<file path="config.mk">
export PLATFORM = sky130hd
export DESIGN_NAME = pe_mem_access_unit
export DESIGN_NICKNAME = d
export VERILOG_FILES = /design/src/rtl/pe_mem_access_unit.sv
export SDC_FILE = /design/constraint.sdc
export NUM_CORES = 1
export LEC_CHECK = 0
export CORE_MARGIN = 4
export CORE_UTILIZATION = 39
export CTS_CLUSTER_DIAMETER = 40
export CTS_CLUSTER_SIZE = 10
export DETAILED_ROUTE_END_ITERATION = 10
export MAX_ROUTING_LAYER = met4
export PLACE_DENSITY_LB_ADDON = 0.12
export SYNTH_ARGS = -nofsm -noshare
export SYNTH_HDL_FRONTEND = slang
export SYNTH_SLANG_ARGS = --single-unit
</file>
<file path="constraint.sdc">
create_clock -name clk -period 1.74 [get_ports clk]
set_input_delay 0.261 -clock clk [delete_from_list [all_inputs] [get_ports clk]]
set_output_delay 0.261 -clock clk [all_outputs]
set_load 0.01 [all_outputs]
</file>
<file path="src/rtl/pe_mem_access_unit.sv">
// Bridges PE load/store level requests onto a req/gnt/rvalid data-memory port.
// Handles lane steering, alignment errors, a response timeout and a four-phase ack.
module pe_mem_access_unit #(
    parameter int TIMEOUT = 16
) (
    input  logic        clk,
    input  logic        reset,
    input  logic        mem_read,
    input  logic        mem_write,
    input  logic [31:0] mem_address,
    input  logic [31:0] messReg,
    input  logic [1:0]  mem_size,
    output logic        mem_ack,
    output logic [31:0] load_data,
    output logic        mem_err,
    output logic        busy,
    output logic        dmem_req,
    output logic        dmem_we,
    output logic [31:0] dmem_addr,
    output logic [31:0] dmem_wdata,
    output logic [3:0]  dmem_be,
    input  logic        dmem_gnt,
    input  logic        dmem_rvalid,
    input  logic [31:0] dmem_rdata
);

    localparam int CW = $clog2(TIMEOUT + 1);

    typedef enum logic [1:0] {S_IDLE, S_REQ, S_WAIT, S_ACK} state_t;

    state_t      state_q;
    logic [CW-1:0] cnt_q;
    logic [1:0]  off_q;
    logic [1:0]  size_q;
    logic        req_q;
    logic        we_q;
    logic [31:0] addr_q;
    logic [31:0] wdata_q;
    logic [3:0]  be_q;
    logic [31:0] load_q;
    logic        err_q;

    logic        misalign_d;
    logic [3:0]  be_d;
    logic [31:0] wdata_d;
    logic [31:0] lane_d;
    logic        timeout_d;

    assign misalign_d = (mem_size == 2'b11)
                      | ((mem_size == 2'b01) & mem_address[0])
                      | ((mem_size == 2'b10) & (|mem_address[1:0]));
    assign timeout_d  = (cnt_q == CW'(TIMEOUT - 1));

    always_comb begin
        be_d    = 4'b1111;
        wdata_d = messReg;
        case (mem_size)
            2'b00: begin
                be_d    = 4'b0001 << mem_address[1:0];
                wdata_d = {4{messReg[7:0]}};
            end
            2'b01: begin
                be_d    = 4'b0011 << mem_address[1:0];
                wdata_d = {2{messReg[15:0]}};
            end
            default: ;
        endcase
    end

    // Loads return the addressed lane zero-extended; sign extension is the PE's job.
    always_comb begin
        lane_d = dmem_rdata;
        case (size_q)
            2'b00: begin
                case (off_q)
                    2'd0:    lane_d = {24'b0, dmem_rdata[7:0]};
                    2'd1:    lane_d = {24'b0, dmem_rdata[15:8]};
                    2'd2:    lane_d = {24'b0, dmem_rdata[23:16]};
                    default: lane_d = {24'b0, dmem_rdata[31:24]};
                endcase
            end
            2'b01:   lane_d = off_q[1] ? {16'b0, dmem_rdata[31:16]} : {16'b0, dmem_rdata[15:0]};
            default: ;
        endcase
    end

    always_ff @(posedge clk) begin
        if (reset) begin
            state_q <= S_IDLE;
            cnt_q   <= '0;
            off_q   <= '0;
            size_q  <= '0;
            req_q   <= 1'b0;
            we_q    <= 1'b0;
            addr_q  <= '0;
            wdata_q <= '0;
            be_q    <= '0;
            load_q  <= '0;
            err_q   <= 1'b0;
        end else begin
            case (state_q)
                S_IDLE: begin
                    if (mem_write || mem_read) begin
                        off_q  <= mem_address[1:0];
                        size_q <= mem_size;
                        load_q <= '0;
                        cnt_q  <= '0;
                        if (misalign_d) begin
                            err_q   <= 1'b1;
                            state_q <= S_ACK;
                        end else begin
                            req_q   <= 1'b1;
                            we_q    <= mem_write;
                            addr_q  <= {mem_address[31:2], 2'b00};
                            be_q    <= be_d;
                            wdata_q <= wdata_d;
                            state_q <= S_REQ;
                        end
                    end
                end
                S_REQ: begin
                    if (dmem_gnt) begin
                        req_q   <= 1'b0;
                        cnt_q   <= '0;
                        state_q <= we_q ? S_ACK : S_WAIT;
                    end else if (timeout_d) begin
                        req_q   <= 1'b0;
                        err_q   <= 1'b1;
                        load_q  <= '0;
                        state_q <= S_ACK;
                    end else begin
                        cnt_q <= cnt_q + CW'(1);
                    end
                end
                S_WAIT: begin
                    if (dmem_rvalid) begin
                        load_q  <= lane_d;
                        state_q <= S_ACK;
                    end else if (timeout_d) begin
                        err_q   <= 1'b1;
                        load_q  <= '0;
                        state_q <= S_ACK;
                    end else begin
                        cnt_q <= cnt_q + CW'(1);
                    end
                end
                default: begin
                    // Four-phase: hold the ack until the PE withdraws both request levels.
                    if (!mem_read && !mem_write) begin
                        err_q   <= 1'b0;
                        cnt_q   <= '0;
                        state_q <= S_IDLE;
                    end
                end
            endcase
        end
    end

    assign mem_ack    = (state_q == S_ACK);
    assign busy       = (state_q != S_IDLE);
    assign mem_err    = err_q;
    assign load_data  = load_q;
    assign dmem_req   = req_q;
    assign dmem_we    = we_q;
    assign dmem_addr  = addr_q;
    assign dmem_wdata = wdata_q;
    assign dmem_be    = be_q;

endmodule

</file>
==> results.md <==
| Quantity | Value |
|---|---|
| Post-route fraction of the period consumed by the critical path | 102% |
| Number of failing hold endpoints at the final stage | 0 |
| Gate Count Post-Synth | 552 |
| Internal Dissipation | 0.00578 W |
| Clock root buffer | sky130_fd_sc_hd__clkbuf_16 |
| Number of clock sinks | 112 |
| Max Clock Freq | 562 MHz |
| Overall routing resource usage | 21.8% |
| Core area | 0.0122 mm^2 |
| Fill cell instance count of the final layout | 1042 |
| VDD IR max | 759 uV |
| Vias in the first global route | 4929 |
| Routed wirelength normalized by instance count | 16.9 um |
| Pwr/cell area | 1080 mW/mm^2 |
| Number of max-slew violations in the final report | 0 |
| Dominant register cell in the synthesized netlist | sky130_fd_sc_hd__dfxtp_1 |
| Area Overhead vs Synth | 59.7% |
| Worst slew pin tran | 0.571 ns |
| Top post-synthesis cells by area | sky130_fd_sc_hd__dfxtp_1 46%, sky130_fd_sc_hd__nand2_1 8.5%, sky130_fd_sc_hd__a21oi_1 6.3%, sky130_fd_sc_hd__mux2i_1 5.7%, sky130_fd_sc_hd__nor2_1 2.9% |
| Status | complete, but fails checks |
| Die Y-Extent | 120 um |
| Reg area | 0.00225 mm^2 |
| Post-DP Area | 0.00736 mm^2 |
| Clock transition at the registers of the reported paths | 0.07 ns |
| Data required time at the worst endpoint | 1.98 ns |
| Number of setup violations in the final report | 1 |
| Share of total power in sequential cells | 36.3% |
| Syn. warnings | 0 |
| Switching portion of total power | 32.1% |
| Post-synth EDFFs | 0 |
| Setup Crit Path Kind | flip-flop to flip-flop |
| Crit Path Max Fanout | 6 |
| Top-Level Pins | 209 |
| Hold-fix buffers at CTS | 0 |
| Starting utilization of the core area | 40.5% |
| Count of different cell masters after synthesis | 54 |
| Maximum root-to-sink buffer count | 2 |
| Sequential area share after synthesis | 45.6% |
| RSZ-0062 raised after global routing | yes |
| Async S/R FF share, synth | 0% |
| GRT Residual Overflow | 0 |
| Die X-Extent | 120 um |
| Routed vias | 4895 |
| Switching power | 0.00273 W |
| Initial antenna violation count | 0 |
| Portion of total power attributed to the clock network | 24.6% |
| Proportion of netlist area held by the largest area contributor | 45.6% |
| Multi-input combinational cell area | 0.00252 mm^2 |
| Total Nets Final | 891 |
| Most instantiated library cell after synthesis | sky130_fd_sc_hd__dfxtp_1 |
| Clock H-tree levels | 3 |
| Cells after DPL | 928 |
| Remaining DRCs | 0 |
| Period minus WS final | 1.78 ns |
| Post-Route Skew | 0.00850 ns |
| TritonCTS buffer count | 9 |
| Launching element type of the critical path | flip-flop |
| Violations in the final reports | negative setup slack |
| Aggregate routed wire length | 16100 um |
| Cell Rows | 40 |
| Initial detailed-routing violation count | 360 |
| Synth cell count leaders | 112 x sky130_fd_sc_hd__dfxtp_1, 111 x sky130_fd_sc_hd__nand2_1, 62 x sky130_fd_sc_hd__a21oi_1 |
| Signal arrival time at the worst endpoint | 2.02 ns |
| Buffers added on ports | 206 |
| Global-route wire length before repair | 25000 um |
| Synth area leader | sky130_fd_sc_hd__dfxtp_1 |
| Post-synthesis sequential element count | 112 |
| HPWL reported at the end of detailed placement | 11600 um |
| Router iterations before antenna repair | 4 |
| Clock tree from TritonCTS | done |
| Final standard cell count with taps included and fillers excluded | 953 |
| Summed area of non-filler cells in the final layout | 0.00786 mm^2 |
| Final setup margin | -0.0398 ns |
| Post-Synthesis Cell Area | 0.00492 mm^2 |
| Proportion of power drawn by combinational gates | 39.1% |
| Final antenna-violating net count | 0 |
| Pin count of the biggest net entering global routing | 50 |
| Remaining max-slew budget at the tightest pin | 61.9% |
| Die Outline Area | 0.0145 mm^2 |
| Setup TNS Final | -0.0398 ns |
| Leakage power of the design | 2.91 nW |
| Count of inserted antenna diode cells | 0 |
| Max_cap viols | 0 |
| Sort of element at the end of the critical path | flip-flop |
| Clock latency of the later-clocked register in the worst-skew pair | 0.35 ns |
| Hold WC Path Type | input pin to flip-flop |
| Mean Syn Cell Area | 8.91 um^2 |
| Fraction of final layout cells with drive strength greater than 1 | 13.6% |
| RePlAce Congestion | 0.962 |
| Overall power of the completed layout | 0.00851 W |
| Final worst hold slack | 0.210 ns |
| Routed via count divided by cell count | 5.14 |
==> path summary, 6_finish.rpt <==
kind,slack [ns],from,depth (start not counted),end
setup reg to reg,-0.04,state_q[1],8,cnt_q[3]
hold / removal,0.21,reset,2,size_q[1]
hold reg to reg,0.45,dmem_addr[22],2,dmem_addr[22]
setup / recovery,-0.04,state_q[1],8,cnt_q[3]
==> layout make-up <==
class                      instances  share of cell area [%]
inverter                           8                   0.446
timing repair buffer             256                    32.4
clock buffer                      11                    3.09
sequential                       112                    28.6
tap                              168                    2.67
clock inverter                     4                   0.669
multi-input combinational        394                    32.1
==> kinds of logic after synthesis <==
kind of cell | synth area share [%]
AOI/OAI and AO/OA | 24.5
adders and majority gates | 1.53
buffers and inverters | 4.75
DFF | 45.6
muxes | 5.70
other | 0.0762
and+or+nand+nor | 17.9
==> cells in the final DEF, fill, tap and decap left out, types with 3 or more instances in the layout <==
cell type	netlist	final
sky130_fd_sc_hd__o2bb2ai_1	8	8
sky130_fd_sc_hd__dfxtp_1	112	110
sky130_fd_sc_hd__buf_12	0	5
sky130_fd_sc_hd__a21oi_1	62	62
sky130_fd_sc_hd__buf_6	1	5
sky130_fd_sc_hd__o21bai_1	8	8
sky130_fd_sc_hd__inv_1	7	5
sky130_fd_sc_hd__nor2_1	38	37
sky130_fd_sc_hd__buf_4	6	39
sky130_fd_sc_hd__nand4_1	3	3
sky130_fd_sc_hd__or3_1	9	9
sky130_fd_sc_hd__mux2i_1	28	28
sky130_fd_sc_hd__nor3_1	7	7
sky130_fd_sc_hd__clkdlybuf4s50_1	0	203
sky130_fd_sc_hd__nand2_1	111	111
sky130_fd_sc_hd__a211oi_2	8	8
sky130_fd_sc_hd__a311oi_2	8	8
sky130_fd_sc_hd__ha_2	0	3
sky130_fd_sc_hd__clkbuf_16	0	11
sky130_fd_sc_hd__o21ai_0	12	11
sky130_fd_sc_hd__o21ai_1	3	3
sky130_fd_sc_hd__nor2b_1	7	7
sky130_fd_sc_hd__o211ai_1	10	10
sky130_fd_sc_hd__a211oi_1	3	3
sky130_fd_sc_hd__a221o_1	8	8
sky130_fd_sc_hd__a22o_1	16	16
==> metrics by stage <==
step           setup WS, ns  utilization, %
6_report            -0.0398            64.6
5_1_grt              -0.132            64.6
4_1_cts            -0.00891            63.7
3_5_place_dp         -0.231            60.6
3_3_place_gp         -0.166            60.6
2_1_floorplan       0.00988               -
==> worst max-delay path, cell delays in order, from the launching register on <==
cell	delay [ns]
sky130_fd_sc_hd__dfxtp_2	0.34
sky130_fd_sc_hd__buf_4	0.13
sky130_fd_sc_hd__ha_2	0.19
sky130_fd_sc_hd__nor3_1	0.22
sky130_fd_sc_hd__buf_4	0.16
sky130_fd_sc_hd__a211oi_4	0.05
sky130_fd_sc_hd__buf_4	0.17
sky130_fd_sc_hd__buf_4	0.14
sky130_fd_sc_hd__a211oi_1	0.27
==> routing by layer <==
metal	share of wire [%]	GRT usage (%)
met1	42	25.7
met2	49	36.8
met3	7.4	6.83
met4	1.5	4.89
met5	0	-
==> state kept, by name, summed over array words and instances, names as in the netlist <==
signal	cells
dmem_we	1
size_q	2
dmem_wdata	32
mem_err	1
dmem_be	4
dmem_req	1
off_q	2
dmem_addr	30
cnt_q	5
load_data	32
state_q	2
==> power by group through the flow <==
stage | Clock (W) | Sequential (W) | Combinational (W)
after CTS | 0.00214 | 0.00309 | 0.00318
after global placement | 0 | 0.00311 | 0.00303
after global routing | 0.00226 | 0.00313 | 0.00360
after detailed placement | 0 | 0.00313 | 0.00308
after floorplan | 0 | 0.00324 | 0.00144
final | 0.00209 | 0.00309 | 0.00333
==> timing repair <==
item                       4_1_cts  5_1_grt
setup endpoints to repair       54       89
cloned                           1        2
gates resized for setup         12       16
setup buffers                    9        2
pin swaps                        4        8
(Power assumes the default switching activity.)
